## src/rtl/tm1638_responder_pkg.sv

```systemverilog
// ============================================================================
// Module : tm1638_responder_pkg
// Brief  : Command field codes, bit positions and FSM states for the responder
// Rev    : 1.0
// ============================================================================
`default_nettype none

package tm1638_responder_pkg;

    localparam logic [1:0] CMD_DATA = 2'b01;
    localparam logic [1:0] CMD_CTRL = 2'b10;
    localparam logic [1:0] CMD_ADDR = 2'b11;

    localparam int READ_BIT    = 1;
    localparam int FIXED_BIT   = 2;
    localparam int DISP_ON_BIT = 3;

    typedef enum logic [2:0] {
        ST_IDLE   = 3'd0,
        ST_CMD    = 3'd1,
        ST_WDATA  = 3'd2,
        ST_RDATA  = 3'd3,
        ST_IGNORE = 3'd4
    } state_t;

endpackage

`default_nettype wire

```

## src/rtl/tm1638_responder_if.sv

```systemverilog
// ============================================================================
// Module : tm1638_responder_if
// Brief  : TM1638 3-wire link (STB/CLK/DIO split into in/out/oe) with modports
// Rev    : 1.0
// ============================================================================
`default_nettype none

interface tm1638_responder_if;
    logic tm1638_strobe;
    logic tm1638_clk;
    logic tm1638_data;
    logic dio_out;
    logic dio_oe;

    modport master (
        output tm1638_strobe, tm1638_clk, tm1638_data,
        input  dio_out, dio_oe
    );

    modport slave (
        input  tm1638_strobe, tm1638_clk, tm1638_data,
        output dio_out, dio_oe
    );
endinterface

`default_nettype wire

```

## src/rtl/tm1638_in_sync.sv

```systemverilog
// ============================================================================
// Module : tm1638_in_sync
// Brief  : Synchronizes STB/CLK/DIO into clk domain; edge detect on STB and CLK
// Rev    : 1.0
// ============================================================================
`default_nettype none

module tm1638_in_sync #(
    parameter int SYNC_STAGES = 2
) (
    input  wire  clk,
    input  wire  n_rst,
    input  wire  strobe_i,
    input  wire  sclk_i,
    input  wire  data_i,
    output logic strobe_rise_o,
    output logic strobe_fall_o,
    output logic sclk_rise_o,
    output logic sclk_fall_o,
    output logic data_o
);

    logic [SYNC_STAGES-1:0] stb_q;
    logic [SYNC_STAGES-1:0] sclk_q;
    logic [SYNC_STAGES-1:0] data_q;
    logic                   stb_prev_q;
    logic                   sclk_prev_q;

    // STB resets low so a strobe held low through reset release is not a frame start.
    always_ff @(posedge clk or negedge n_rst) begin
        if (!n_rst) begin
            stb_q       <= '0;
            sclk_q      <= '1;
            data_q      <= '1;
            stb_prev_q  <= 1'b0;
            sclk_prev_q <= 1'b1;
        end else begin
            stb_q       <= {stb_q[SYNC_STAGES-2:0], strobe_i};
            sclk_q      <= {sclk_q[SYNC_STAGES-2:0], sclk_i};
            data_q      <= {data_q[SYNC_STAGES-2:0], data_i};
            stb_prev_q  <= stb_q[SYNC_STAGES-1];
            sclk_prev_q <= sclk_q[SYNC_STAGES-1];
        end
    end

    assign strobe_rise_o = stb_q[SYNC_STAGES-1] & ~stb_prev_q;
    assign strobe_fall_o = ~stb_q[SYNC_STAGES-1] & stb_prev_q;
    assign sclk_rise_o   = sclk_q[SYNC_STAGES-1] & ~sclk_prev_q;
    assign sclk_fall_o   = ~sclk_q[SYNC_STAGES-1] & sclk_prev_q;
    assign data_o        = data_q[SYNC_STAGES-1];

endmodule

`default_nettype wire

```

## src/rtl/tm1638_responder.sv

```systemverilog
// ============================================================================
// Module : tm1638_responder
// Brief  : TM1638 device-side responder: display RAM, control regs, key readback.
//          Optional counters frame_cnt/err_cnt when TM1638_RSP_STATS_EN is defined.
// Rev    : 1.0
// ============================================================================
`default_nettype none

module tm1638_responder
    import tm1638_responder_pkg::*;
#(
    parameter int SYNC_STAGES = 2,
    parameter int RAM_DEPTH   = 16,
    parameter int KEY_BYTES   = 4
) (
    input  wire                     clk,
    input  wire                     n_rst,
    tm1638_responder_if.slave       bus,
    input  wire  [8*KEY_BYTES-1:0]  key_scan,
    input  wire  [3:0]              disp_raddr,
    output logic [7:0]              disp_rdata,
    output logic                    display_on,
    output logic [2:0]              brightness,
    output logic                    ram_wr_pulse,
`ifdef TM1638_RSP_STATS_EN
    output logic [15:0]             frame_cnt,
    output logic [7:0]              err_cnt,
`endif
    output logic                    cmd_err
);

    logic stb_rise, stb_fall, sclk_rise, sclk_fall, data_s;

    tm1638_in_sync #(.SYNC_STAGES(SYNC_STAGES)) u_sync (
        .clk           (clk),
        .n_rst         (n_rst),
        .strobe_i      (bus.tm1638_strobe),
        .sclk_i        (bus.tm1638_clk),
        .data_i        (bus.tm1638_data),
        .strobe_rise_o (stb_rise),
        .strobe_fall_o (stb_fall),
        .sclk_rise_o   (sclk_rise),
        .sclk_fall_o   (sclk_fall),
        .data_o        (data_s)
    );

    state_t                 state_q, state_d;
    logic [2:0]             bit_cnt_q, bit_cnt_d;
    logic [6:0]             shift_q, shift_d;
    logic [3:0]             addr_q, addr_d;
    logic                   fixed_q, fixed_d;
    logic [8*KEY_BYTES-1:0] keys_q, keys_d;
    logic                   oe_q, oe_d;
    logic                   disp_on_q, disp_on_d;
    logic [2:0]             bright_q, bright_d;
    logic                   wr_pulse_q, wr_en;
    logic                   err_q, err_d;
    logic [7:0]             ram_q [RAM_DEPTH];
    logic [7:0]             byte_w;

    // Incoming bit lands in the MSB; after eight rises byte_w holds the LSB-first byte.
    assign byte_w = {data_s, shift_q};

    always_comb begin
        state_d   = state_q;
        bit_cnt_d = bit_cnt_q;
        shift_d   = shift_q;
        addr_d    = addr_q;
        fixed_d   = fixed_q;
        keys_d    = keys_q;
        oe_d      = oe_q;
        disp_on_d = disp_on_q;
        bright_d  = bright_q;
        wr_en     = 1'b0;
        err_d     = 1'b0;
        if (stb_rise) begin
            state_d   = ST_IDLE;
            bit_cnt_d = '0;
            oe_d      = 1'b0;
            err_d     = ((state_q == ST_CMD) || (state_q == ST_WDATA)) && (bit_cnt_q != 3'd0);
        end else begin
            case (state_q)
                ST_IDLE: begin
                    if (stb_fall) begin
                        state_d   = ST_CMD;
                        bit_cnt_d = '0;
                    end
                end
                ST_CMD, ST_WDATA: begin
                    if (sclk_rise) begin
                        shift_d   = byte_w[7:1];
                        bit_cnt_d = bit_cnt_q + 3'd1;
                        if (bit_cnt_q == 3'd7) begin
                            if (state_q == ST_WDATA) begin
                                wr_en = 1'b1;
                                if (!fixed_q) addr_d = addr_q + 4'd1;
                            end else begin
                                case (byte_w[7:6])
                                    CMD_DATA: begin
                                        // Direction acts on this frame directly; only the
                                        // addressing mode needs to outlive it.
                                        fixed_d = byte_w[FIXED_BIT];
                                        if (byte_w[READ_BIT]) begin
                                            keys_d  = key_scan;
                                            oe_d    = 1'b0;
                                            state_d = ST_RDATA;
                                        end else begin
                                            state_d = ST_IGNORE;
                                        end
                                    end
                                    CMD_CTRL: begin
                                        disp_on_d = byte_w[DISP_ON_BIT];
                                        bright_d  = byte_w[2:0];
                                        state_d   = ST_IGNORE;
                                    end
                                    CMD_ADDR: begin
                                        addr_d  = byte_w[3:0];
                                        state_d = ST_WDATA;
                                    end
                                    default: begin
                                        err_d   = 1'b1;
                                        state_d = ST_IGNORE;
                                    end
                                endcase
                            end
                        end
                    end
                end
                ST_RDATA: begin
                    if (sclk_fall) begin
                        if (!oe_q) oe_d   = 1'b1;
                        else       keys_d = keys_q >> 1;
                    end
                end
                default: ;
            endcase
        end
    end

    always_ff @(posedge clk or negedge n_rst) begin
        if (!n_rst) begin
            state_q    <= ST_IDLE;
            bit_cnt_q  <= '0;
            shift_q    <= '0;
            addr_q     <= '0;
            fixed_q    <= 1'b0;
            keys_q     <= '0;
            oe_q       <= 1'b0;
            disp_on_q  <= 1'b0;
            bright_q   <= '0;
            wr_pulse_q <= 1'b0;
            err_q      <= 1'b0;
            for (int i = 0; i < RAM_DEPTH; i++) ram_q[i] <= '0;
        end else begin
            state_q    <= state_d;
            bit_cnt_q  <= bit_cnt_d;
            shift_q    <= shift_d;
            addr_q     <= addr_d;
            fixed_q    <= fixed_d;
            keys_q     <= keys_d;
            oe_q       <= oe_d;
            disp_on_q  <= disp_on_d;
            bright_q   <= bright_d;
            wr_pulse_q <= wr_en;
            err_q      <= err_d;
            if (wr_en) ram_q[addr_q] <= byte_w;
        end
    end

    // Output enable drops combinationally on the synced STB rise.
    assign bus.dio_oe  = oe_q & ~stb_rise;
    assign bus.dio_out = bus.dio_oe ? keys_q[0] : 1'b1;

    assign disp_rdata   = ram_q[disp_raddr];
    assign display_on   = disp_on_q;
    assign brightness   = bright_q;
    assign ram_wr_pulse = wr_pulse_q;
    assign cmd_err      = err_q;

`ifdef TM1638_RSP_STATS_EN
    logic [15:0] frame_cnt_q;
    logic [7:0]  err_cnt_q;

    always_ff @(posedge clk or negedge n_rst) begin
        if (!n_rst) begin
            frame_cnt_q <= '0;
            err_cnt_q   <= '0;
        end else begin
            if (stb_rise) frame_cnt_q <= frame_cnt_q + 16'd1;
            if (err_d && (err_cnt_q != 8'hFF)) err_cnt_q <= err_cnt_q + 8'd1;
        end
    end

    assign frame_cnt = frame_cnt_q;
    assign err_cnt   = err_cnt_q;
`endif

endmodule

`default_nettype wire

```

## src/flat_wrapper.sv

```systemverilog
// flat-port wrapper written by rule: the top's interface ports become plain ports
module tm1638_responder_flat import tm1638_responder_pkg::*;
#(
    parameter int SYNC_STAGES = 2,
    parameter int RAM_DEPTH   = 16,
    parameter int KEY_BYTES   = 4
)
  (clk, n_rst, key_scan, disp_raddr, disp_rdata, display_on, brightness, ram_wr_pulse, cmd_err, bus_tm1638_strobe, bus_tm1638_clk, bus_tm1638_data, bus_dio_out, bus_dio_oe);
  tm1638_responder_if bus_i ();
  input  wire clk;
  input  wire n_rst;
  input  wire  [8*KEY_BYTES-1:0] key_scan;
  input  wire  [3:0] disp_raddr;
  output logic [7:0] disp_rdata;
  output logic display_on;
  output logic [2:0] brightness;
  output logic ram_wr_pulse;
  output logic cmd_err;
  input wire logic [$bits(bus_i.tm1638_strobe)-1:0] bus_tm1638_strobe;
  input wire logic [$bits(bus_i.tm1638_clk)-1:0] bus_tm1638_clk;
  input wire logic [$bits(bus_i.tm1638_data)-1:0] bus_tm1638_data;
  output wire logic [$bits(bus_i.dio_out)-1:0] bus_dio_out;
  output wire logic [$bits(bus_i.dio_oe)-1:0] bus_dio_oe;
  assign bus_i.tm1638_strobe = bus_tm1638_strobe;
  assign bus_i.tm1638_clk = bus_tm1638_clk;
  assign bus_i.tm1638_data = bus_tm1638_data;
  assign bus_dio_out = bus_i.dio_out;
  assign bus_dio_oe = bus_i.dio_oe;
  tm1638_responder #(.SYNC_STAGES(SYNC_STAGES), .RAM_DEPTH(RAM_DEPTH), .KEY_BYTES(KEY_BYTES)) u_core (.clk(clk), .n_rst(n_rst), .bus(bus_i), .key_scan(key_scan), .disp_raddr(disp_raddr), .disp_rdata(disp_rdata), .display_on(display_on), .brightness(brightness), .ram_wr_pulse(ram_wr_pulse), .cmd_err(cmd_err));
endmodule
```

## config.mk

```make
export PLATFORM = sky130hd
export DESIGN_NAME = tm1638_responder_flat
export DESIGN_NICKNAME = d
export VERILOG_FILES = /design/src/rtl/tm1638_responder_pkg.sv /design/src/rtl/tm1638_responder_if.sv /design/src/rtl/tm1638_in_sync.sv /design/src/rtl/tm1638_responder.sv /design/src/flat_wrapper.sv
export SDC_FILE = /design/constraint.sdc
export NUM_CORES = 1
export LEC_CHECK = 0
export BUFFER_PORTS_ARGS = -buffer_cell sky130_fd_sc_hd__buf_2
export CAP_MARGIN = 5
export CORE_MARGIN = 3
export CORE_UTILIZATION = 45
export CTS_CLUSTER_SIZE = 20
export DETAILED_ROUTE_END_ITERATION = 8
export PLACE_DENSITY = 0.62
export RECOVER_POWER = 50
export SLEW_MARGIN = 15
export SYNTH_ARGS = -nofsm -noshare
export SYNTH_HDL_FRONTEND = slang
export SYNTH_HIERARCHICAL = 1
export SYNTH_SLANG_ARGS = --single-unit
```

## constraint.sdc

```tcl
create_clock -name clk -period 3.4 [get_ports clk]
set_clock_uncertainty 0.05 [all_clocks]
set_input_delay 0.85 -clock clk [delete_from_list [all_inputs] [get_ports clk]]
set_output_delay 0.85 -clock clk [all_outputs]
set_load 0.05 [all_outputs]
```

After elaboration in Yosys (flattened, before gate mapping). Cells that the tools add are included.

Register bits after elaboration: 193. Input bits: 41. Output and inout port bits: 16. Logic and storage cells: 140.

Add/subtract/negate cells: 2. Order comparisons: 3. Equality and inequality tests: 22. Multiplexer cells: 49. Bitwise operators: 13. Reduce and logical (&&, ||, !) cells: 19.

Operators by type and width (number): 32-bit two-way mux (7); 128-bit bitwise mux (1); 32-bit one-hot mux with 2 select lines (1); 8-bit binary-select mux with 4-bit select (1); 8-bit demux with 4-bit select (1); 3-bit two-way mux (9); 8-bit two-way mux (3); 1-bit two-way mux (19); 3-bit by 1-bit inequality test with 1-bit output (second input constant) (6); 3-bit one-hot mux with 2 select lines (3); 6-bit AND reduction (3); 4-bit two-way mux (3); 2-bit by 1-bit inequality test with 1-bit output (second input constant) (6); 5-bit greater-or-equal comparator (second input constant) (2); 4-bit inverter with 5-bit output (2); 9-bit AND reduction (1); 3-bit nonzero test (3); 7-bit AND reduction (1); 3-bit by 2-bit == test with 1-bit output (second input constant) (2); 1-bit inverter (6); 3-bit AND reduction (2); 1-bit bitwise AND (5); 5-bit by 1-bit less-than comparator with 1-bit output (second input constant) (1); 5-bit AND reduction (1); other kinds (15) (19).

Longest topological paths before layout. Gate-level depths: netlist (run 1).

Depth in word-level cells: 8. Mapped depth: 9. Depth with buffers taken out: 6.

By module. The synthesis (run 1) kept the hierarchy.

Modules (own cells, without submodules): tm1638_responder (times used 1, cells each 629, area an instance 8700.8 um^2, seq. area each 4629.4 um^2); tm1638_in_sync (times used 1, cells each 12, area an instance 241.5 um^2, seq. area each 206.4 um^2).

Least setup slack after synthesis (run 1). OpenSTA, ideal clock, no wires.

Path kind: in2out. Start point: in disp_raddr[0]. End point: out disp_rdata[5]. Arrival time: 2.383 ns. Required time: 2.500 ns. Path slack: 0.117 ns. Cell stages on the path: 5. Buffers on the path: 2. Cells stage by stage: clkbuf_1 > buf_2 > mux4_2 > a22oi_1 > nand2_1.

Word-level cells in the longest chain between the ends: 4.

RTL lines: start: declaration (RTL line flat_wrapper.sv:13) `input wire [3:0] disp_raddr;`; 4-bit inverter with 5-bit output (implied by the code) (RTL line tm1638_responder.sv:174) `assign disp_rdata = ram_q[disp_raddr];`; 8-bit binary-select mux with 4-bit select (RTL line tm1638_responder.sv:174); 8-bit two-way mux (implied by the code) (2 in a row) (RTL line tm1638_responder.sv:174); end: declaration (RTL line flat_wrapper.sv:14) `output logic [7:0] disp_rdata;`.

No other way between the ends. The select of a mux whose other input is x is not followed.

Final worst setup path (run 1).
Start point: in disp_raddr[0]. End point: out disp_rdata[7].

The elaborated chain is that of the path after synthesis.

==> results of run 1 <==
-- how the worst max path moves through the flow --
stage                             start                             to  slack, ns
after floorplan           disp_raddr[0]                  disp_rdata[5]       0.12
after global placement    disp_raddr[0]                  disp_rdata[7]       0.17
after detailed placement  disp_raddr[3]                  disp_rdata[2]       0.15
after CTS                 disp_raddr[3]                  disp_rdata[2]       0.14
after global routing              n_rst  u_core/ram_q[120]$_DFFE_PN0P_       0.11
final                     disp_raddr[0]                  disp_rdata[7]       0.16
-- synth_stat cells, types with 2 or more instances --
| master | number |
|---|---|
| a21oi_1 | 67 |
| a22o_1 | 4 |
| a22oi_1 | 18 |
| and2_1 | 3 |
| and2b_2 | 4 |
| and4_1 | 3 |
| buf_1 | 6 |
| buf_2 | 7 |
| buf_4 | 2 |
| clkbuf_1 | 32 |
| dfrtp_1 | 188 |
| dfstp_2 | 5 |
| ha_1 | 8 |
| inv_1 | 9 |
| mux2_1 | 6 |
| mux2_2 | 135 |
| mux2i_1 | 34 |
| mux4_2 | 32 |
| nand2_1 | 15 |
| nand2_2 | 12 |
| nand2b_1 | 2 |
| nand4_1 | 2 |
| nand4_2 | 2 |
| nor2_1 | 9 |
| nor2b_1 | 7 |
| nor4_4 | 2 |
| o21a_1 | 2 |
| o21ai_0 | 3 |
| o22ai_1 | 3 |
| o2bb2ai_1 | 2 |
-- flip-flops by register name, summed over array words and instances, names as in the netlist --
register / flops
u_core/addr_q: 4
u_core/bit_cnt_q: 3
u_core/brightness: 3
u_core/cmd_err: 1
u_core/display_on: 1
u_core/fixed_q: 1
u_core/keys_q: 32
u_core/oe_q: 1
u_core/ram_q: 128
u_core/ram_wr_pulse: 1
u_core/shift_q: 7
u_core/state_q: 3
u_core/u_sync/data_q: 2
u_core/u_sync/sclk_prev_q: 1
u_core/u_sync/sclk_q: 2
u_core/u_sync/stb_prev_q: 1
u_core/u_sync/stb_q: 2
-- through the flow --
step	power (mW)	hold WS [ns]	util
5_1_grt	5.12	0.302	0.531
2_1_floorplan	2.65	0.281	-
4_1_cts	4.97	0.301	0.532
3_5_place_dp	2.83	0.285	0.499
3_3_place_gp	2.82	0.284	0.499
6_report	4.91	0.300	0.531
-- where the power goes --
part           leakage [nW]  internal, mW  switching (mW)
registers              2.50          2.33           0.175
logic                  2.16         0.114           0.162
clock network         0.290          1.26           0.869
total                  4.94          3.70            1.21
-- logic make-up after synthesis --
group,share of synthesized area
flip-flops,0.541
multiplexers,0.296
adder cells (fa/ha/maj),0.0112
AO/OA/AOI/OAI,0.0684
XOR/XNOR,0.000980
AND/OR/NAND/NOR,0.0571
buffers and inverters,0.0253
-- placed cells by master (no fill, tap or decap), drive strengths merged, types with 3 or more instances in the layout --
cell,Yosys,layout
mux4,32,32
mux2i,34,34
nor2,9,9
clkinvlp,0,5
a21oi,67,67
a22o,4,4
dfrtp,188,188
and4,3,3
bufinv,0,4
and2b,4,4
mux2,141,141
inv,9,10
a22oi,18,18
clkbuf,32,23
and2,3,3
buf,15,65
nor2b,7,7
nand2,27,27
nand4,4,4
o21ai,3,3
dfstp,5,5
ha,8,8
o22ai,3,3
-- layout make-up --
class / count / share of cell area
Clock buffer: 20 / 0.0441
Clock inverter: 12 / 0.0180
Inverter: 9 / 0.00333
Multi-Input combinational cell: 392 / 0.384
Sequential cell: 193 / 0.477
Tap cell: 260 / 0.0321
Timing Repair Buffer: 68 / 0.0412
-- per-layer routing --
| layer | up-vias | GRT usage |
|---|---|---|
| met2 | 110 | 0.312 |
| met1 | 2867 | 0.265 |
| met4 | 0 | 0.0494 |
| met5 | - | 0 |
| met3 | 20 | 0.0432 |
| li1 | 2448 | - |
==> run_results.csv, run 1 <==
group,metric,value,unit
run_status,outcome,"finished with violations",
run_status,failed_checks,"capacitance limit, slew limit",
placement,dpl.hpwl,12.7,mm
synth,ys_types,47,
final_layout,area_delta_synth_final,13.3,%
final_layout,fin_cells,954,
hold_path,min_from,"u_core/u_sync/stb_q[0]$_DFF_PN0_",
sta,fin_tns_setup,0,ns
global_route,grt-ovfl-total,0,
sta,grt_setup_unrepaired,"no",
hold_path,min_delay_path_depth,0,
synth,netlist.area_leader.share,0.526,
placement,io_buffers,56,
sta,tightest_slew,2.18,ns
synth,synth-seq-area-share,0.541,
synth,syn-num-nets,690,
routing,wl_met2,9.79,mm
setup_path,worst-path-max-fanout,12,
floorplan,dieArea,21600,um2
clock_tree,clk_latency,0.43,ns
routing,detail_route.wl_per_cell,20.8,um
clock_tree,cts_buffers,17,
routing,dr_wl_met3,798,um
sta,finalCriticalPeriod,3.24,ns
placement,dp_worst_setup_slack,0.146,ns
placement,numPlacedInstances,922,
routing,first_pass_iters,5,
global_route,grt_pass1_wl,32.4,mm
final_layout,fill_cells,1640,
placement,place_congestion,0.778,
floorplan,initial_core_util,0.469,
sta,slew_headroom,-0.453,
setup_path,reg2reg_to,"u_core/ram_q[25]$_DFFE_PN0P_",
hold_path,hp-class,"reg -> reg",
clock_tree,root_buffer,"clkbuf_16",
final_layout,layout-drive-gt1-share,0.424,
pwr,worst_ir_drop_vdd,324,uV
global_route,antenna_found_initial,0,
setup_path,crit_slowest_cell,"mux4_2",
floorplan,die_w,147,um
synth,async_flop_share,1.00,
setup_path,max_stage_delay,0.52,ns
global_route,grt_max_degree,84,
synth,synth_area,8940,um2
clock_tree,holdBufCountCts,0,
clock_tree,cts_tree,"done",
setup_path,crit_buf_inv,3,
synth,synth.avg_cell_area,14.0,um2
floorplan,chipHeight,147,um
setup_path,crit_top_cell,"buf_2",
sta,setup_violations,0,
hold_path,hold_end,"u_core/u_sync/stb_q[1]$_DFF_PN0_",
routing,highest_layer,"met4",
setup_path,reg2reg_slack,0.76,ns
floorplan,rows,50,
setup_path,cp.required,2.50,ns
sta,fin_crit_sh,0.952,
routing,drtAntennaViolNets,0,
synth,syn_inst,641,
global_route,first_global_vias,5810,
routing,drt-initial-drc-count,302,
clock_tree,clkTransAtPathRegs,0.07,ns
routing,drt-total-wl,19.9,mm
pwr,power.density,485,nW/um2
pwr,p_leak,4.94,nW
setup_path,reg2reg_depth,6,
setup_path,start_kind,"input port",
global_route,grtUsageTotal,0.193,
sta,maxClockFrequency,309,MHz
routing,drc,0,
floorplan,io_pins,57,
final_layout,antenna_cells,0,
clock_tree,postCtsSetupRepairBufs,0,
placement,place_area,9530,um2
synth,ys_warn_count,6,
routing,wl_met1,9.05,mm
synth,synth-edff-count,0,
clock_tree,clock_path_buffers,2,
sta,hold_viol,0,
setup_path,path_delay_family,"buffers and inverters",
final_layout,multi_input_area,3890,um2
setup_path,crit_path_cell_trace,"buf_2 -> buf_12 -> mux4_2 -> a22oi_1 -> nand2_1 -> buf_2",
floorplan,core-area,19100,um2
clock_tree,h-tree-depth,4,
synth,synthTopCellsByArea,"dfrtp_1 53%, mux2_2 17%, mux4_2 8.1%",
setup_path,criticalPathCategory,"in -> out",
final_layout,final_area,10100,um2
setup_path,worstReg2RegStart,"u_core/bit_cnt_q[1]$_DFFE_PN0P_",
clock_tree,ctsResizeCount,0,
sta,setup_slack,0.164,ns
sta,slew_violations,83,
setup_path,critical_path_depth,6,
final_layout,nets,730,
run,maxCapViolCount,1,
setup_path,arrival,2.34,ns
synth,synth_area_leader_cell,"dfrtp_1",
clock_tree,clock_sink_count,193,
synth,synthFlopType,"dfrtp_1",
setup_path,end_kind,"primary output",
synth,ys_seq_elements,193,
routing,via_per_inst,5.71,
routing,num_vias,5445,
final_layout,ff_latch_area,4840,um2
(Power assumes the default switching activity.)
==> run 2: changes to the inputs <==
--- a/config.mk
+++ b/config.mk
@@ -11,7 +11,7 @@
 export CORE_UTILIZATION = 45
 export CTS_CLUSTER_SIZE = 20
 export DETAILED_ROUTE_END_ITERATION = 8
-export PLACE_DENSITY = 0.62
+export PLACE_DENSITY = 0.64
 export RECOVER_POWER = 50
 export SLEW_MARGIN = 15
 export SYNTH_ARGS = -nofsm -noshare
==> constraint.sdc (replaced) <==
create_clock -name clk -period 2.7 [get_ports clk]
set_clock_uncertainty 0.05 [all_clocks]
set_input_delay 0.675 -clock clk [delete_from_list [all_inputs] [get_ports clk]]
set_output_delay 0.675 -clock clk [all_outputs]
set_load 0.05 [all_outputs]
==> run 2 against run 1 <==
- the run now ends clean
- sequential share of layout area decreased by 1.2 points
- non-clock buffer count increased by 10
- register-to-register slack got worse by 0.47 ns
- utilization increased by 1.4 points
- clock power increased by 26%
- via count increased by 1.5%
- combinational power increased by 50%
- critical path depth unchanged
- critical endpoint is now disp_rdata[4]
- highest routed layer unchanged
==> run_results.csv, run 2 (synthesized netlist as in run 1, its figures left out) <==
group,metric,value,unit
pwr,p_leak,5.04,nW
setup_path,crit_slowest_cell,"mux4_2",
setup_path,start_kind,"input port",
final_layout,fin_util,0.545,
hold_path,hp-class,"reg -> reg",
sta,slew_headroom,0.0174,
placement,dpl.hpwl,12.9,mm
final_layout,antenna_cells,0,
clock_tree,clock_sink_count,193,
setup_path,reg2reg_depth,5,
final_layout,regMostFlops,"u_core/ram_q",
setup_path,cp.required,1.98,ns
global_route,grt_max_degree,58,
final_layout,largest_reg_flops,128,
hold_path,min_delay_path_depth,0,
clock_tree,root_buffer,"clkbuf_16",
setup_path,criticalPathCategory,"in -> out",
pwr,worst_ir_drop_vdd,400,uV
routing,detail_route.wl_per_cell,21.1,um
sta,finalCriticalPeriod,2.66,ns
setup_path,crit_buf_inv,3,
run_status,outcome,"completed",
floorplan,dieArea,21600,um2
sta,grt_setup_unrepaired,"yes",
routing,drc,0,
setup_path,crit_top_cell,"buf_12",
floorplan,core-area,19100,um2
routing,first_pass_iters,5,
placement,place_area,9620,um2
routing,num_vias,5527,
floorplan,rows,50,
routing,drtAntennaViolNets,0,
clock_tree,cts_tree,"done",
setup_path,worst-path-max-fanout,8,
global_route,grt_pass1_wl,33.3,mm
clock_tree,h-tree-depth,4,
routing,drt-initial-drc-count,337,
final_layout,layout-drive-gt1-share,0.469,
setup_path,max_stage_delay,0.50,ns
sta,tightest_slew,1.47,ns
routing,drt-total-wl,20.3,mm
sta,fin_tns_setup,0,ns
sta,setup_violations,0,
global_route,first_global_vias,5973,
setup_path,critical_path_depth,6,
setup_path,end_kind,"primary output",
final_layout,final_cell_mix,"188 x dfrtp_1, 135 x mux2_2, 67 x a21oi_1, 46 x buf_2, 34 x mux2i_1",
final_layout,final_area,10400,um2
placement,place_congestion,0.811,
final_layout,mostFrequentLayoutCell,"dfrtp_1",
sta,maxClockFrequency,375,MHz
final_layout,area_delta_synth_final,16.3,%
floorplan,chipHeight,147,um
sta,fin_crit_sh,0.987,
floorplan,initial_core_util,0.469,
clock_tree,clkTransAtPathRegs,0.06,ns
pwr,p_total,6.22,mW
run,maxCapViolCount,0,
clock_tree,clock_path_buffers,2,
global_route,grtUsageTotal,0.197,
sta,slew_violations,0,
pwr,power.density,598,nW/um2
routing,via_per_inst,5.74,
final_layout,reg_top3,"u_core/ram_q (128), u_core/keys_q (32), u_core/shift_q (7)",
floorplan,io_pins,57,
global_route,grt-ovfl-total,0,
final_layout,nets,740,
sta,hold_viol,0,
clock_tree,cts_buffers,17,
setup_path,arrival,1.94,ns
placement,io_buffers,56,
floorplan,die_w,147,um
setup_path,path_delay_family,"multiplexers",
clock_tree,clk_latency,0.42,ns
clock_tree,holdBufCountCts,0,
global_route,antenna_found_initial,0,
setup_path,crit_path_cell_trace,"buf_12 -> buf_12 -> mux4_2 -> a22oi_2 -> nand2_2 -> buf_4",
[run 2: cell types whose count changed in the layout (fill, tap and decap cells not counted), moves of 2 or more]
cell        delta
a22oi_1       -15
a22oi_2       +15
buf_16         +2
buf_2          -9
buf_4         +10
buf_6          +3
clkbuf_8       +2
clkinv_2       +2
clkinvlp_4     -5
nand2_1        -8
nand2_2        +8
nor2b_1        -2
nor2b_2        +2
[run 2: worst paths after layout]
path                                              startpoint                          endpoint  slack, ns
max                                            disp_raddr[0]                     disp_rdata[4]       0.04
min                         u_core/u_sync/stb_q[0]$_DFF_PN0_  u_core/u_sync/stb_q[1]$_DFF_PN0_       0.30
max reg2reg                u_core/u_sync/sclk_q[1]$_DFF_PN1_      u_core/ram_q[16]$_DFFE_PN0P_       0.29
min reg2reg                 u_core/u_sync/stb_q[0]$_DFF_PN0_  u_core/u_sync/stb_q[1]$_DFF_PN0_       0.30
max in group asynchronous                              n_rst      u_core/addr_q[3]$_DFFE_PN0P_       0.52
min in group asynchronous                              n_rst     u_core/ram_q[108]$_DFFE_PN0P_       0.55
[run 2: layer usage]
metal	wire length (um)	vias up	GRT usage	share of wire
met4	273	0	0.0475	0.013
li1	-	2466	-	-
met3	974	18	0.0460	0.048
met1	8710	2929	0.258	0.43
met5	0	-	0	0
met2	10400	114	0.336	0.51
[run 2: power breakdown]
part	internal [mW]	total (mW)	switching [mW]	leakage, nW
combinational	0.164	0.413	0.249	2.23
clock	1.62	2.67	1.05	0.310
sequential	2.94	3.13	0.193	2.50
[run 2: layout make-up]
| cell class | count | area [um2] |
|---|---|---|
| inverter | 9 | 33.8 |
| sequential | 193 | 4840 |
| fill | 1585 | 8680 |
| multi-input combinational | 392 | 3990 |
| tap | 260 | 325 |
| clock buffer | 22 | 474 |
| timing repair buffer | 78 | 584 |
| clock inverter | 9 | 153 |
[run 2: what timing repair did]
item / 4_1_cts / 5_1_grt
pin swaps: 3 / 5
setup buffers: 0 / 0
setup endpoints to repair: 8 / 9
endpoints found under the hold margin: 0 / 0
cloned: 2 / 0
gates resized for setup: 32 / 6
[run 2: worst register-to-register path: stages (launching register included)]
cell and delay [ns]:
dfstp_1 0.54, and2b_2 0.24, nand4bb_4 0.23, nor2_2 0.34, nand4_2 0.45, mux2_2 0.45
[run 2: stage by stage]
step | worst slack (ns) | instances | hold slack, ns
CTS | 0.00118 | 963 | 0.185
global route | -0.0123 | 963 | 0.278
detailed placement | -0.168 | 930 | 0.287
global placement | -0.146 | 930 | 0.282
floorplan | 0.00614 | 641 | 0.281
finish | 0.0354 | 963 | 0.299
